### src/rtl/frame_weighted_accum.sv
// Frame reduction stage: one signed sample per handshake, emits the position-weighted
// sum plus the frame maximum and its first index once per N-sample frame.
module frame_weighted_accum #(
    parameter int unsigned N     = 8,
    parameter int unsigned DW    = 32,
    parameter int unsigned ACC_W = 48,
    parameter int unsigned IW    = (N > 1) ? $clog2(N) : 1
) (
    input  logic                    clk,
    input  logic                    rst,
    input  logic                    in_valid,
    output logic                    in_ready,
    input  logic signed [DW-1:0]    in_data,
    output logic                    out_valid,
    input  logic                    out_ready,
    output logic signed [ACC_W-1:0] out_sum,
    output logic signed [DW-1:0]    out_max,
    output logic [IW-1:0]           out_max_idx
);

    localparam logic [IW-1:0] LAST_IDX = IW'(N - 1);

    typedef enum logic {
        S_COLLECT = 1'b0,
        S_HOLD    = 1'b1
    } state_t;

    state_t                  state;
    logic [IW-1:0]           cnt;
    logic [ACC_W-1:0]        acc;
    logic signed [DW-1:0]    max_q;
    logic [IW-1:0]           max_idx;

    logic [ACC_W-1:0]        data_ext;
    logic [ACC_W-1:0]        weight;
    logic [ACC_W-1:0]        product;

    // Sign-extended sample times zero-extended weight; low ACC_W bits are exact mod 2^ACC_W.
    assign data_ext = ACC_W'(in_data);
    assign weight   = ACC_W'(cnt) + ACC_W'(1);
    assign product  = data_ext * weight;

    always_ff @(posedge clk) begin
        if (rst) begin
            state   <= S_COLLECT;
            cnt     <= '0;
            acc     <= '0;
            max_q   <= '0;
            max_idx <= '0;
        end else begin
            case (state)
                S_COLLECT: begin
                    if (in_valid) begin
                        acc <= acc + product;
                        // First sample seeds the max; strict compare keeps the earliest tie.
                        if ((cnt == '0) || (in_data > max_q)) begin
                            max_q   <= in_data;
                            max_idx <= cnt;
                        end
                        if (cnt == LAST_IDX) begin
                            cnt   <= '0;
                            state <= S_HOLD;
                        end else begin
                            cnt <= cnt + 1'b1;
                        end
                    end
                end
                S_HOLD: begin
                    if (out_ready) begin
                        acc   <= '0;
                        state <= S_COLLECT;
                    end
                end
                default: state <= S_COLLECT;
            endcase
        end
    end

    // Handshake flags depend only on state (and reset), never on in_valid/out_ready.
    assign in_ready    = (state == S_COLLECT) && !rst;
    assign out_valid   = (state == S_HOLD);
    assign out_sum     = signed'(acc);
    assign out_max     = max_q;
    assign out_max_idx = max_idx;

endmodule

### config.mk
export PLATFORM = sky130hd
export DESIGN_NAME = frame_weighted_accum
export DESIGN_NICKNAME = d
export VERILOG_FILES = /design/src/rtl/frame_weighted_accum.sv
export SDC_FILE = /design/constraint.sdc
export NUM_CORES = 1
export LEC_CHECK = 0
export ABC_AREA = 1
export CAP_MARGIN = 20
export CORE_ASPECT_RATIO = 1.2
export CORE_MARGIN = 2
export CORE_UTILIZATION = 50
export DETAILED_ROUTE_END_ITERATION = 8
export PLACE_DENSITY = 0.74
export SLEW_MARGIN = 10
export SYNTH_ARGS = -nofsm -noshare
export SYNTH_HDL_FRONTEND = slang
export SYNTH_SLANG_ARGS = --single-unit
### constraint.sdc
create_clock -name clk -period 9 [get_ports clk]
set_input_delay 2.25 -clock clk [delete_from_list [all_inputs] [get_ports clk]]
set_output_delay 2.25 -clock clk [all_outputs]
set_load 0.02 [all_outputs]
# ---- After elaboration in Yosys (flattened, before gate mapping)
# Index checks and enable logic that the tools add are counted.
dict set report classes {
  n_mux 8
  bitwise_logic 1
  n_reduce_logical 7
  n_eq_ne 3
  add_sub_neg 3
  n_lt_le_gt_ge 1
  multipliers 1
}
# op count
set ops {}
lappend ops {{48-bit 2-to-1 mux} 2}
lappend ops {{48-bit case mux with 2 select lines} 1}
lappend ops {{48-bit adder} 1}
lappend ops {{32-bit by 5-bit multiplier with 37-bit output} 1}
lappend ops {{32-bit > comparator} 1}
lappend ops {{3-bit by 1-bit adder with 4-bit output, second input constant} 1}
lappend ops {{2-bit != test, second input constant} 2}
lappend ops {{2-bit AND reduction} 2}
lappend ops {{3-bit by 1-bit adder with 3-bit output, second input constant} 1}
lappend ops {{3-bit equality test, second input constant} 1}
lappend ops {{3-bit zero test} 1}
lappend ops {{1-bit 2-to-1 mux} 3}
lappend ops {{3-bit 2-to-1 mux} 1}
lappend ops {{3-bit AND reduction} 1}
lappend ops {{1-bit case mux with 2 select lines} 1}
lappend ops {{1-bit logical AND} 1}
lappend ops {{1-bit zero test} 1}
lappend ops {{1-bit logical OR} 1}
lappend ops {{1-bit NOT} 1}
dict set report word_totals {
  output_inout_bits 85
  input_bits 36
  regBits 87
}

# ---- Longest topological paths before layout
# Gate-level depths: netlist (run 1).
dict set report logic_depth {
  depth_word 5
  depth_mapped 37
}

# ---- Worst setup path after synthesis (run 1)
# OpenSTA, ideal clock, no wires.
dict set report synth_path {
  path_kind {input port to flip-flop}
  from {in in_data[7]}
  to {reg acc[33] (netlist: out_sum[33])}
  path_stages 27
  t_arrival_ns 6.545
  setup_time_ns 0.132
  setup_slack_ns 2.323
  n_path_buf 0
  required_ns 8.868
  path_cell_list {inv_1 nor2_1 ha_1 fa_1 inv_1 fa_1 inv_1 ha_1 nand2_2 inv_1 a21oi_1 nand3_2 nand2_2 nand2_4 a31oi_1 inv_1 a21oi_1 xnor2_1 ha_1 a21oi_1 a21boi_0 o21ai_0 nor2_1 nand3_1 or2_2 nand3_1 a21oi_1}
}
dict set report synth_via {
  elab_chain_len 4
}
# item line_no
set synth_rtl {}
lappend synth_rtl {{from (decl)} 13} ;# input logic signed [DW-1:0] in_data,
lappend synth_rtl {{32-bit by 5-bit multiplier with 37-bit output} 41} ;# assign product = data_ext * weight;
lappend synth_rtl {{48-bit adder} 54} ;# acc <= acc + product;
lappend synth_rtl {{48-bit 2-to-1 mux} 53} ;# if (in_valid) begin
lappend synth_rtl {{48-bit case mux with 2 select lines} 51} ;# case (state)
lappend synth_rtl {{to (signal assigned)} 54}
lappend synth_rtl {{to (decl)} 30} ;# logic [ACC_W-1:0] acc;
# No other way between the ends. The select of a mux whose other input is x is not followed.
# A chain may end at the register's enable or synchronous reset.

# ---- Worst setup path in the final report (run 1)
dict set report layout_path {
  from {in in_data[12]}
  to {reg acc[38] (netlist: out_sum[38])}
}
# The elaborated chain is that of the path after synthesis.

==> out/results.tsv, run 1 <==
stage	metric	value	unit
run_status	status	completed	
sta	period_share	0.894	
sta	rsz0062_at_grt	false	
placed_design	gp_congestion	1.01	
grt	grt_pass1_wl	61.4	mm
grt	grt_usage	0.292	
cts	clk_root_buffer_cell	clkbuf_16	
placed_design	hpwl	31.2	mm
cts	htreeDepth	3	
synthesis	synth-edff-count	0	
synthesis	synth-adder-area-share	0.267	
detailed_routing	dr.pass1.iters	5	
power	ir_drop	0.114	mV
grt	gr-total-overflow	0	
detailed_routing	ant_nets	0	
synthesis	synth_area_leaders	ha_1 16%, dfxtp_1 14%, nand2_1 12%, inv_1 12%, fa_1 11%	
sta	skew	0.0132	ns
worst_hold_path	whs_path_depth	2	
layout	area_growth_syn_to_layout	13.5	%
sta	slew_headroom	0.280	
detailed_routing	totalWireLength	38.1	mm
die	rows	63	
synthesis	synthesis.area	12600	sq um
synthesis	netlist_instances	1999	
grt	grt_pass1_vias	12600	
critical_path	worstSetupStartpointType	input port	
cts	cts_setup_buffers	0	
synthesis	yosys-mux-area-fraction	0	
synthesis	yosys.area_share.simple	0.262	
layout	drive_gt1_frac	0.0258	
sta	min_period	8.04	ns
synthesis	ys_warn_count	0	
die	die-area	26500	sq um
cts	tritoncts.num_buffers	9	
die	core-area	24800	sq um
critical_path	end_kind	flip-flop	
grt	antenna_found_initial	0	
placed_design	portBuffers	120	
cts	clk_path_buf_depth	2	
synthesis	synth_top_family_by_area	adder cells	
power	p_leak	7.37	nW
worst_hold_path	hp-start	out_sum[6]	
power	powerDensity	258	nW/um^2
cts	clk_pin_slew	0.07	ns
detailed_routing	route.detailed.drc	0	
job	maxCapViolCount	0	
synthesis	ys_seq_elements	87	
die	io_pins	121	
detailed_routing	route.vias.total	12800	
synthesis	synth-compound-area-share	0.170	
die	die_h	178	um
grt	grt_start_max_net_pins	89	
critical_path	critPathKind	in2reg	
die	start_util	0.508	
sta	slew_violations	0	
synthesis	yosysSeqAreaShare	0.138	
sta	worstMarginPinSlew	1.08	ns
critical_path	r2r_end	out_sum[38]	
detailed_routing	vias_per_cell	5.32	
detailed_routing	wl_per_cell	15.8	um
cts	clock_latency	0.37	ns
synthesis	synth_area_leader_cell	ha_1	
die	fp.dieW	149	um
sta	fmax	124	MHz
synthesis	synthArstFlopShare	0	
critical_path	cp.required	9.22	ns
synthesis	ys_types	48	
synthesis	synth_xor_area_frac	0.0244	
cts	cts_tree	done	
layout	finish.utilization	0.577	
critical_path	worst-path-max-fanout	13	
sta	finalSetupViolCount	0	
synthesis	syn_avg_cell_area	6.29	sq um
layout	antenna_cells	0	
synthesis	ys.flop_type	dfxtp_1	
critical_path	r2r_start	cnt[0]	
worst_hold_path	min_path_type	reg2reg	
critical_path	rr_worst_depth	28	
cts	clock-sinks	87	
detailed_routing	drt_iter0_drc	702	
critical_path	r2r_setup_slack	1.73	ns
worst_hold_path	whs_endpoint	out_sum[6]	
synthesis	synth_fp_nets	2264	
sta	timing.final.hold_violations	0	
sta	fin_setup_tns	0	ns
critical_path	critical_path_arrival	8.26	ns
cts	cts_resized	0	
layout	nets	2352	
cts	ctsHoldBuffers	0	
synthesis	synth_top_area_share	0.162	
==> state kept, by name (all words and copies together), names as in the netlist <==
| name | count |
|---|---|
| cnt | 3 |
| out_max | 32 |
| out_max_idx | 3 |
| out_sum | 48 |
| out_valid | 1 |
==> synthesized netlist by cell type, drive strengths merged (2+ instances only) <==
cell type	n
and3	3
ha	163
a21oi	244
inv	400
o2111ai	2
nor2	231
nor3	16
or2	11
a21o	5
nand2	417
xor2	21
buf	17
fa	66
o21a	7
a211oi	2
nand3b	3
nor4	2
dfxtp	87
o21bai	9
a31oi	7
o21ai	110
a21boi	9
xnor2	14
nand4	12
clkbuf	31
nand3	104
==> power breakdown <==
part / leakage, nW / internal (mW) / switching (mW) / total (mW)
clock: 0.135 / 0.213 / 0.176 / 0.389
sequential: 0.719 / 0.498 / 0.120 / 0.618
combinational: 6.51 / 0.937 / 1.74 / 2.67
==> area by class of cell <==
cell class	count	area, sq um
clock buffers	11	233
fillers	2490	10500
well taps	325	407
flip-flops and latches	87	1740
clock inverters	4	47.5
multi-input cells	1464	9110
inverters	400	1500
repair buffers	125	1230
==> cell families after synthesis <==
logic type                 count (synthesis)
adders and majority gates                229
xor gates and xnor gates                  35
and+or+nand+nor                          800
AOI/OAI and AO/OA                        400
DFF                                       87
buffers and inverters                    448
==> per-layer routing <==
layer	share of wire	global-route usage	up-vias
li1	-	-	6515
met1	0.42	0.341	5912
met2	0.50	0.539	336
met3	0.037	0.0278	79
met4	0.044	0.127	0
met5	0	0	-
==> worst max-delay path by stage <==
| stage | start | slack, ns | to |
|---|---|---|---|
| floorplan | in_data[7] | 2.32 | out_sum[33] |
| global placement | in_data[12] | 0.72 | out_sum[38] |
| detailed placement | in_data[7] | 0.71 | out_sum[38] |
| CTS | in_data[7] | 1.08 | out_sum[38] |
| global route | in_data[20] | 0.62 | out_sum[38] |
| finish | in_data[12] | 0.96 | out_sum[38] |
==> stage by stage <==
step	total power [mW]	cell area [sq um]	cells	setup WS, ns	hold WS, ns
floorplan	2.42	12600	1999	2.32	0.488
global placement	3.23	14000	2401	0.717	0.466
detailed placement	3.26	14000	2401	0.705	0.483
CTS	3.66	14300	2416	1.08	0.494
global route	4.02	14300	2416	0.625	0.515
finish	3.68	14300	2416	0.956	0.491
==> worst max-delay path, stage by stage <==
cell	delay, ns
clkdlybuf4s50_1	0.58
inv_1	0.09
nor2_1	0.12
ha_1	0.28
fa_1	0.53
inv_1	0.05
fa_1	0.52
inv_1	0.04
ha_1	0.36
a21oi_1	0.20
o21ai_0	0.17
a21oi_1	0.26
nand2_4	0.11
nand2_2	0.11
nand2_2	0.06
nand2_1	0.10
nand2_1	0.37
ha_1	0.51
nand2_1	0.14
nor3_1	0.16
inv_1	0.13
o21ai_0	0.53
nor2_1	0.11
nand3_1	0.20
a21oi_1	0.09
o21ai_0	0.10
a21oi_1	0.08
==> cells in the final DEF (no fill, tap or decap), types with 3 or more instances in the layout <==
| cell type | n |
|---|---|
| a21boi_0 | 7 |
| a21o_1 | 5 |
| a21oi_1 | 241 |
| a31oi_1 | 7 |
| and3_1 | 3 |
| buf_4 | 5 |
| clkbuf_16 | 9 |
| clkdlybuf4s50_1 | 119 |
| dfxtp_1 | 87 |
| fa_1 | 66 |
| ha_1 | 163 |
| inv_1 | 395 |
| inv_2 | 5 |
| nand2_1 | 409 |
| nand2_2 | 6 |
| nand3_1 | 102 |
| nand3b_1 | 3 |
| nand4_1 | 12 |
| nor2_1 | 230 |
| nor3_1 | 14 |
| o21a_1 | 7 |
| o21ai_0 | 97 |
| o21ai_1 | 11 |
| o21bai_1 | 8 |
| or2_1 | 3 |
| or2_2 | 7 |
| xnor2_1 | 14 |
| xor2_1 | 21 |
(Power assumes the default switching activity.)
==> run 2: changes to the inputs <==
--- a/config.mk
+++ b/config.mk
@@ -9,9 +9,10 @@
 export CAP_MARGIN = 20
 export CORE_ASPECT_RATIO = 1.2
 export CORE_MARGIN = 2
-export CORE_UTILIZATION = 50
+export CORE_UTILIZATION = 35
 export DETAILED_ROUTE_END_ITERATION = 8
-export PLACE_DENSITY = 0.74
+export PLACE_DENSITY = 0.56
+export SKIP_LAST_GASP = 1
 export SLEW_MARGIN = 10
 export SYNTH_ARGS = -nofsm -noshare
 export SYNTH_HDL_FRONTEND = slang
==> run 2 against run 1 <==
Non-clock buffer count rose by 2. Count of clock-buffer cells in the layout did not move. Combinational power increased by 1%. Sequential cell count unchanged. Die area up 42%. Sequential power about the same. Maximum frequency is essentially flat. Critical endpoint is now out_sum[33]. Largest cell class unchanged.
==> out/results.tsv, run 2 (synthesized netlist as in run 1, its figures left out) <==
stage	metric	value	unit	change
worst_hold_path	hp-start	out_sum[38]		
layout	final_cell_mix	409 x nand2_1, 395 x inv_1, 241 x a21oi_1, 230 x nor2_1, 163 x ha_1		
cts	clk_path_buf_depth	2		unchanged
critical_path	cp.required	9.25	ns	+0.03 ns
grt	grt_pass1_vias	12600		-0.056%
sta	slew_headroom	0.308		+0.0284
cts	htreeDepth	3		unchanged
cts	clock-sinks	87		unchanged
cts	tritoncts.num_buffers	9		unchanged
detailed_routing	route.vias.total	12500		-2.5%
placed_design	placed_cells	2544		+6.0%
critical_path	r2r_end	out_sum[33]		
layout	layout_commonest_cell	nand2_1		
power	p_leak	7.40	nW	+0.49%
sta	worstMarginPinSlew	1.04	ns	-0.0426 ns
critical_path	rr_worst_depth	28		unchanged
detailed_routing	totalWireLength	40.6	mm	+6.7%
cts	clk_root_buffer_cell	clkbuf_16		
cts	clock_latency	0.40	ns	+0.03 ns
power	power.total	3.75	mW	+1.8%
layout	area_growth_syn_to_layout	15.5	%	
power	powerDensity	258	nW/um^2	about the same
sta	fin_setup_tns	0	ns	unchanged
grt	gr-total-overflow	0		unchanged
run_status	status	completed		
job	maxCapViolCount	0		unchanged
detailed_routing	dr.pass1.iters	5		unchanged
layout	drive_gt1_frac	0.0277		+0.00187
critical_path	worst-path-max-fanout	5		-8
sta	skew	0.0109	ns	-0.00235 ns
sta	slew_violations	0		unchanged
detailed_routing	wl_per_cell	15.9	um	+0.59%
layout	n_fill_cell	3912		+57%
sta	rsz0062_at_grt	false		
die	die-area	37500	sq um	+42%
sta	finalSetupViolCount	0		unchanged
critical_path	end_kind	flip-flop		
grt	grt_start_max_net_pins	89		unchanged
worst_hold_path	whs_path_depth	2		unchanged
cts	cts_resized	0		unchanged
sta	period_share	0.894		about the same
critical_path	critical_path_arrival	8.29	ns	+0.03 ns
cts	cts_setup_buffers	0		unchanged
sta	timing.final.hold_violations	0		unchanged
cts	cts_tree	done		
grt	antenna_found_initial	0		unchanged
detailed_routing	route.detailed.drc	0		unchanged
critical_path	r2r_start	cnt[0]		
critical_path	r2r_setup_slack	2.08	ns	+0.35 ns
layout	nets	2354		+0.085%
die	start_util	0.353		-0.156
cts	clk_pin_slew	0.08	ns	about the same
sta	fmax	124	MHz	about the same
grt	grt_pass1_wl	65.0	mm	+5.9%
sta	finalWorstSetupSlack	0.957	ns	+0.00109 ns
die	rows	76		+21%
sta	min_period	8.04	ns	-0.00109 ns
sta	worst_hold_slack	0.488	ns	-0.00291 ns
die	io_pins	121		unchanged
layout	layoutNonFillerInstCount	2562		+6.0%
placed_design	hpwl	33.8	mm	+8.5%
die	core-area	35700	sq um	+44%
detailed_routing	vias_per_cell	4.89		-8.1%
placed_design	gp_congestion	0.946		-5.9%
worst_hold_path	min_path_type	reg2reg		
placed_design	portBuffers	120		unchanged
grt	grt_usage	0.223		-0.0686
detailed_routing	ant_nets	0		unchanged
critical_path	worstSetupStartpointType	input port		
cts	ctsHoldBuffers	0		unchanged
placed_design	dp_slack	0.516	ns	-0.189 ns
die	fp.dieW	177	um	+19%
worst_hold_path	whs_endpoint	out_sum[38]		
die	die_h	212	um	+19%
power	ir_drop	0.121	mV	+6.0%
layout	largest_reg_flops	48		unchanged
layout	antenna_cells	0		unchanged
critical_path	critPathKind	in2reg		
detailed_routing	drt_iter0_drc	565		-20%
-- run 2: changes by cell type in the layout (fill, tap and decap cells not counted), sizes merged --
cell | before | now
buf | 6 | 8
inv | 400 | 401
-- run 2: per-stage QoR --
step	utilization	cell area [sq um]
global route	0.408	14500
global placement	0.398	14200
finish	0.408	14500
detailed placement	0.398	14200
floorplan	-	12600
CTS	0.406	14500
-- run 2: final cells by class --
class | count | area [sq um] | area share
tap | 468 | 586 | 0.0403
multi-input combinational | 1464 | 9110 | 0.627
clock inverter | 5 | 56.3 | 0.00387
sequential | 87 | 1740 | 0.120
timing repair buffer | 127 | 1290 | 0.0887
clock buffer | 11 | 243 | 0.0167
inverter | 400 | 1500 | 0.103
-- run 2: metal layers --
metal | track usage | routed length (um) | vias up
met3 | 0.0228 | 815 | 50
met5 | 0 | 0 | -
met4 | 0.0935 | 1350 | 0
li1 | - | - | 6509
met1 | 0.265 | 17900 | 5768
met2 | 0.405 | 20600 | 191
-- run 2: report_power, final --
part / switching, mW / total (mW) / internal, mW
logic: 1.77 / 2.71 / 0.939
registers: 0.122 / 0.621 / 0.498
clock network: 0.197 / 0.420 / 0.223
-- run 2: how the worst max path moves through the flow --
stage / from / endpoint / cells after the start
after floorplan: in_data[7] / out_sum[33] / 27
after global placement: in_data[7] / out_sum[33] / 28
after detailed placement: in_data[7] / out_sum[33] / 28
after CTS: in_data[7] / out_sum[33] / 28
after global routing: in_data[7] / out_sum[30] / 28
final: in_data[7] / out_sum[33] / 28
-- run 2: worst max-delay path: stages --
cell	delay (ns)
clkdlybuf4s50_1	0.61
inv_1	0.11
nor2_1	0.13
ha_1	0.26
fa_1	0.53
inv_1	0.05
fa_1	0.53
inv_1	0.04
ha_1	0.37
nand2_1	0.13
nor2_1	0.14
nand4_1	0.15
nor2_1	0.22
nand2_1	0.08
nand3_1	0.18
a31oi_1	0.17
o21ai_1	0.20
xor2_1	0.25
ha_1	0.32
nand2_1	0.16
inv_1	0.05
a21boi_0	0.31
o21ai_0	0.24
nor2_1	0.15
nand3_1	0.18
or2_2	0.32
nand3_1	0.07
a21oi_1	0.07
==> run 3: changes to the inputs <==
--- a/config.mk
+++ b/config.mk
@@ -9,9 +9,9 @@
 export CAP_MARGIN = 20
 export CORE_ASPECT_RATIO = 1.2
 export CORE_MARGIN = 2
-export CORE_UTILIZATION = 35
+export CORE_UTILIZATION = 55
 export DETAILED_ROUTE_END_ITERATION = 8
-export PLACE_DENSITY = 0.56
+export PLACE_DENSITY = 0.8
 export SKIP_LAST_GASP = 1
 export SLEW_MARGIN = 10
 export SYNTH_ARGS = -nofsm -noshare
==> run 3 against run 2 <==
Count of clock-buffer cells in the layout fell by 2. First-iteration DRC count grew 12%. Register-to-register slack worse by 0.67 ns. Clock power down 7.9%. Worst hold slack about the same. Die area fell by 36%. Cell count down 7.4%. Non-clock buffer count shrank 1. Critical endpoint is now out_sum[38]. Largest power group unchanged.
==> out/results.tsv, run 3 (synthesized netlist as in run 1, its figures left out) <==
stage	metric	value	unit	change
run_status	status	completed		
power	internal-power	1.63	mW	-1.9%
layout	area_growth_syn_to_layout	13.1	%	
placed_design	dp_slack	0.368	ns	-0.149 ns
detailed_routing	route.vias.total	13000		+3.6%
sta	finalWorstSetupSlack	0.635	ns	-0.321 ns
power	powerDensity	262	nW/um^2	+1.5%
die	fp.dieW	142	um	-20%
layout	seq_area	1740	sq um	unchanged
grt	grt_start_max_net_pins	89		unchanged
grt	gr-total-overflow	0		unchanged
critical_path	critical_path_arrival	8.59	ns	+0.30 ns
layout	multi_input_area	9110	sq um	unchanged
die	die_h	170	um	-20%
sta	fmax	120	MHz	-3.8%
power	p_leak	7.37	nW	-0.48%
detailed_routing	drt_iter0_drc	631		+12%
cts	clock_latency	0.36	ns	-0.04 ns
placed_design	portBuffers	120		unchanged
cts	clk_root_buffer_cell	clkbuf_16		
sta	rsz0062_at_grt	false		
cts	ctsHoldBuffers	0		unchanged
power	switching_share	0.563		+0.00593
sta	period_share	0.929		+0.0357
layout	layoutNonFillerInstCount	2372		-7.4%
sta	finalSetupViolCount	0		unchanged
sta	worstMarginPinSlew	1.07	ns	+0.0273 ns
power	switching_power	2.10	mW	+0.44%
sta	min_period	8.36	ns	+0.321 ns
cts	clk_pin_slew	0.08	ns	about the same
die	die-area	24100	sq um	-36%
critical_path	cpPeakStageDelay	0.65	ns	+0.04 ns
detailed_routing	vias_per_cell	5.47		+12%
critical_path	cp.required	9.22	ns	-0.03 ns
grt	grt_pass1_wl	63.4	mm	-2.5%
placed_design	hpwl	32.4	mm	-4.1%
cts	clock-sinks	87		unchanged
power	seq_power_share	0.166		about the same
power	pwr-share-clk	0.104		-0.008
grt	antenna_found_initial	0		unchanged
die	core-area	22400	sq um	-37%
cts	tritoncts.num_buffers	9		unchanged
placed_design	placed_cells	2355		-7.4%
critical_path	end_kind	flip-flop		
die	io_pins	121		unchanged
cts	cts_resized	0		unchanged
layout	final_cell_mix	409 x nand2_1, 395 x inv_1, 241 x a21oi_1, 230 x nor2_1, 163 x ha_1		
power	ir_drop	0.119	mV	-1.7%
detailed_routing	ant_nets	0		unchanged
detailed_routing	totalWireLength	39.7	mm	-2.3%
sta	timing.final.hold_violations	0		unchanged
layout	layout_commonest_cell	nand2_1		
job	maxCapViolCount	0		unchanged
detailed_routing	wl_per_cell	16.7	um	+5.5%
sta	fin_setup_tns	0	ns	unchanged
layout	antenna_cells	0		unchanged
grt	grt_usage	0.334		+0.111
layout	drive_gt1_frac	0.0277		about the same
sta	slew_headroom	0.290		-0.0182
power	pwr-share-comb	0.730		+0.008
cts	clk_path_buf_depth	2		unchanged
cts	cts_setup_buffers	0		unchanged
cts	cts_tree	done		
layout	n_fill_cell	2189		-44%
critical_path	crit_slowest_cell	o21ai_0		
critical_path	worst-path-max-fanout	13		+8
critical_path	worstSetupStartpointType	input port		
power	power.total	3.72	mW	-0.62%
detailed_routing	route.detailed.drc	0		unchanged
layout	largest_reg_flops	48		unchanged
placed_design	gp_congestion	0.997		+5.4%
worst_hold_path	min_path_type	reg2reg		
grt	grt_pass1_vias	12800		+1.4%
sta	slew_violations	0		unchanged
sta	skew	0.0141	ns	+0.00323 ns
die	rows	60		-21%
layout	nets	2353		-0.042%
detailed_routing	dr.pass1.iters	7		+2
die	start_util	0.561		+0.208
critical_path	critPathKind	in2reg		
cts	htreeDepth	3		unchanged
## run 3: metrics by stage
| stage | hold slack [ns] | util | area [sq um] |
|---|---|---|---|
| after CTS | 0.491 | 0.634 | 14200 |
| after floorplan | 0.488 | - | 12600 |
| after global routing | 0.505 | 0.634 | 14200 |
| final | 0.489 | 0.634 | 14200 |
| after global placement | 0.469 | 0.621 | 13900 |
| after detailed placement | 0.476 | 0.621 | 13900 |
## run 3: path summary, 6_finish.rpt
path / start / to / slack [ns] / depth (start not counted)
min: out_sum[38] / out_sum[38] / 0.49 / 2
min reg2reg: out_sum[38] / out_sum[38] / 0.49 / 2
max: in_data[10] / out_sum[38] / 0.64 / 27
max reg2reg: cnt[0] / out_sum[38] / 1.41 / 28
## run 3: routing by layer
| metal | vias to the layer above | track usage | wire length, um |
|---|---|---|---|
| met5 | - | 0 | 0 |
| met3 | 110 | 0.0384 | 1510 |
| met4 | 0 | 0.195 | 2530 |
| met2 | 368 | 0.599 | 19400 |
| li1 | 6516 | - | - |
| met1 | 5971 | 0.380 | 16200 |
## run 3: layout make-up
class | count | area share
flip-flops and latches | 87 | 0.122
clock inverters | 7 | 0.00378
inverters | 400 | 0.105
well taps | 279 | 0.0245
clock buffers | 9 | 0.0158
repair buffers | 126 | 0.0877
multi-input cells | 1464 | 0.640
## run 3: power groups by stage
stage / registers, mW / clock network [mW] / logic [mW]
floorplan: 0.722 / 0 / 1.70
global placement: 0.621 / 0 / 2.65
detailed placement: 0.623 / 0 / 2.68
CTS: 0.616 / 0.390 / 2.69
global route: 0.628 / 0.402 / 3.05
finish: 0.618 / 0.387 / 2.72
## run 3: worst max-delay path, delay by kind of cell
kind / cells / cell delay (ns)
buffers and inverters: 5 / 0.96
AOI/OAI and AO/OA: 7 / 1.57
and+or+nand+nor: 10 / 1.57
adders and majority gates: 5 / 2.21
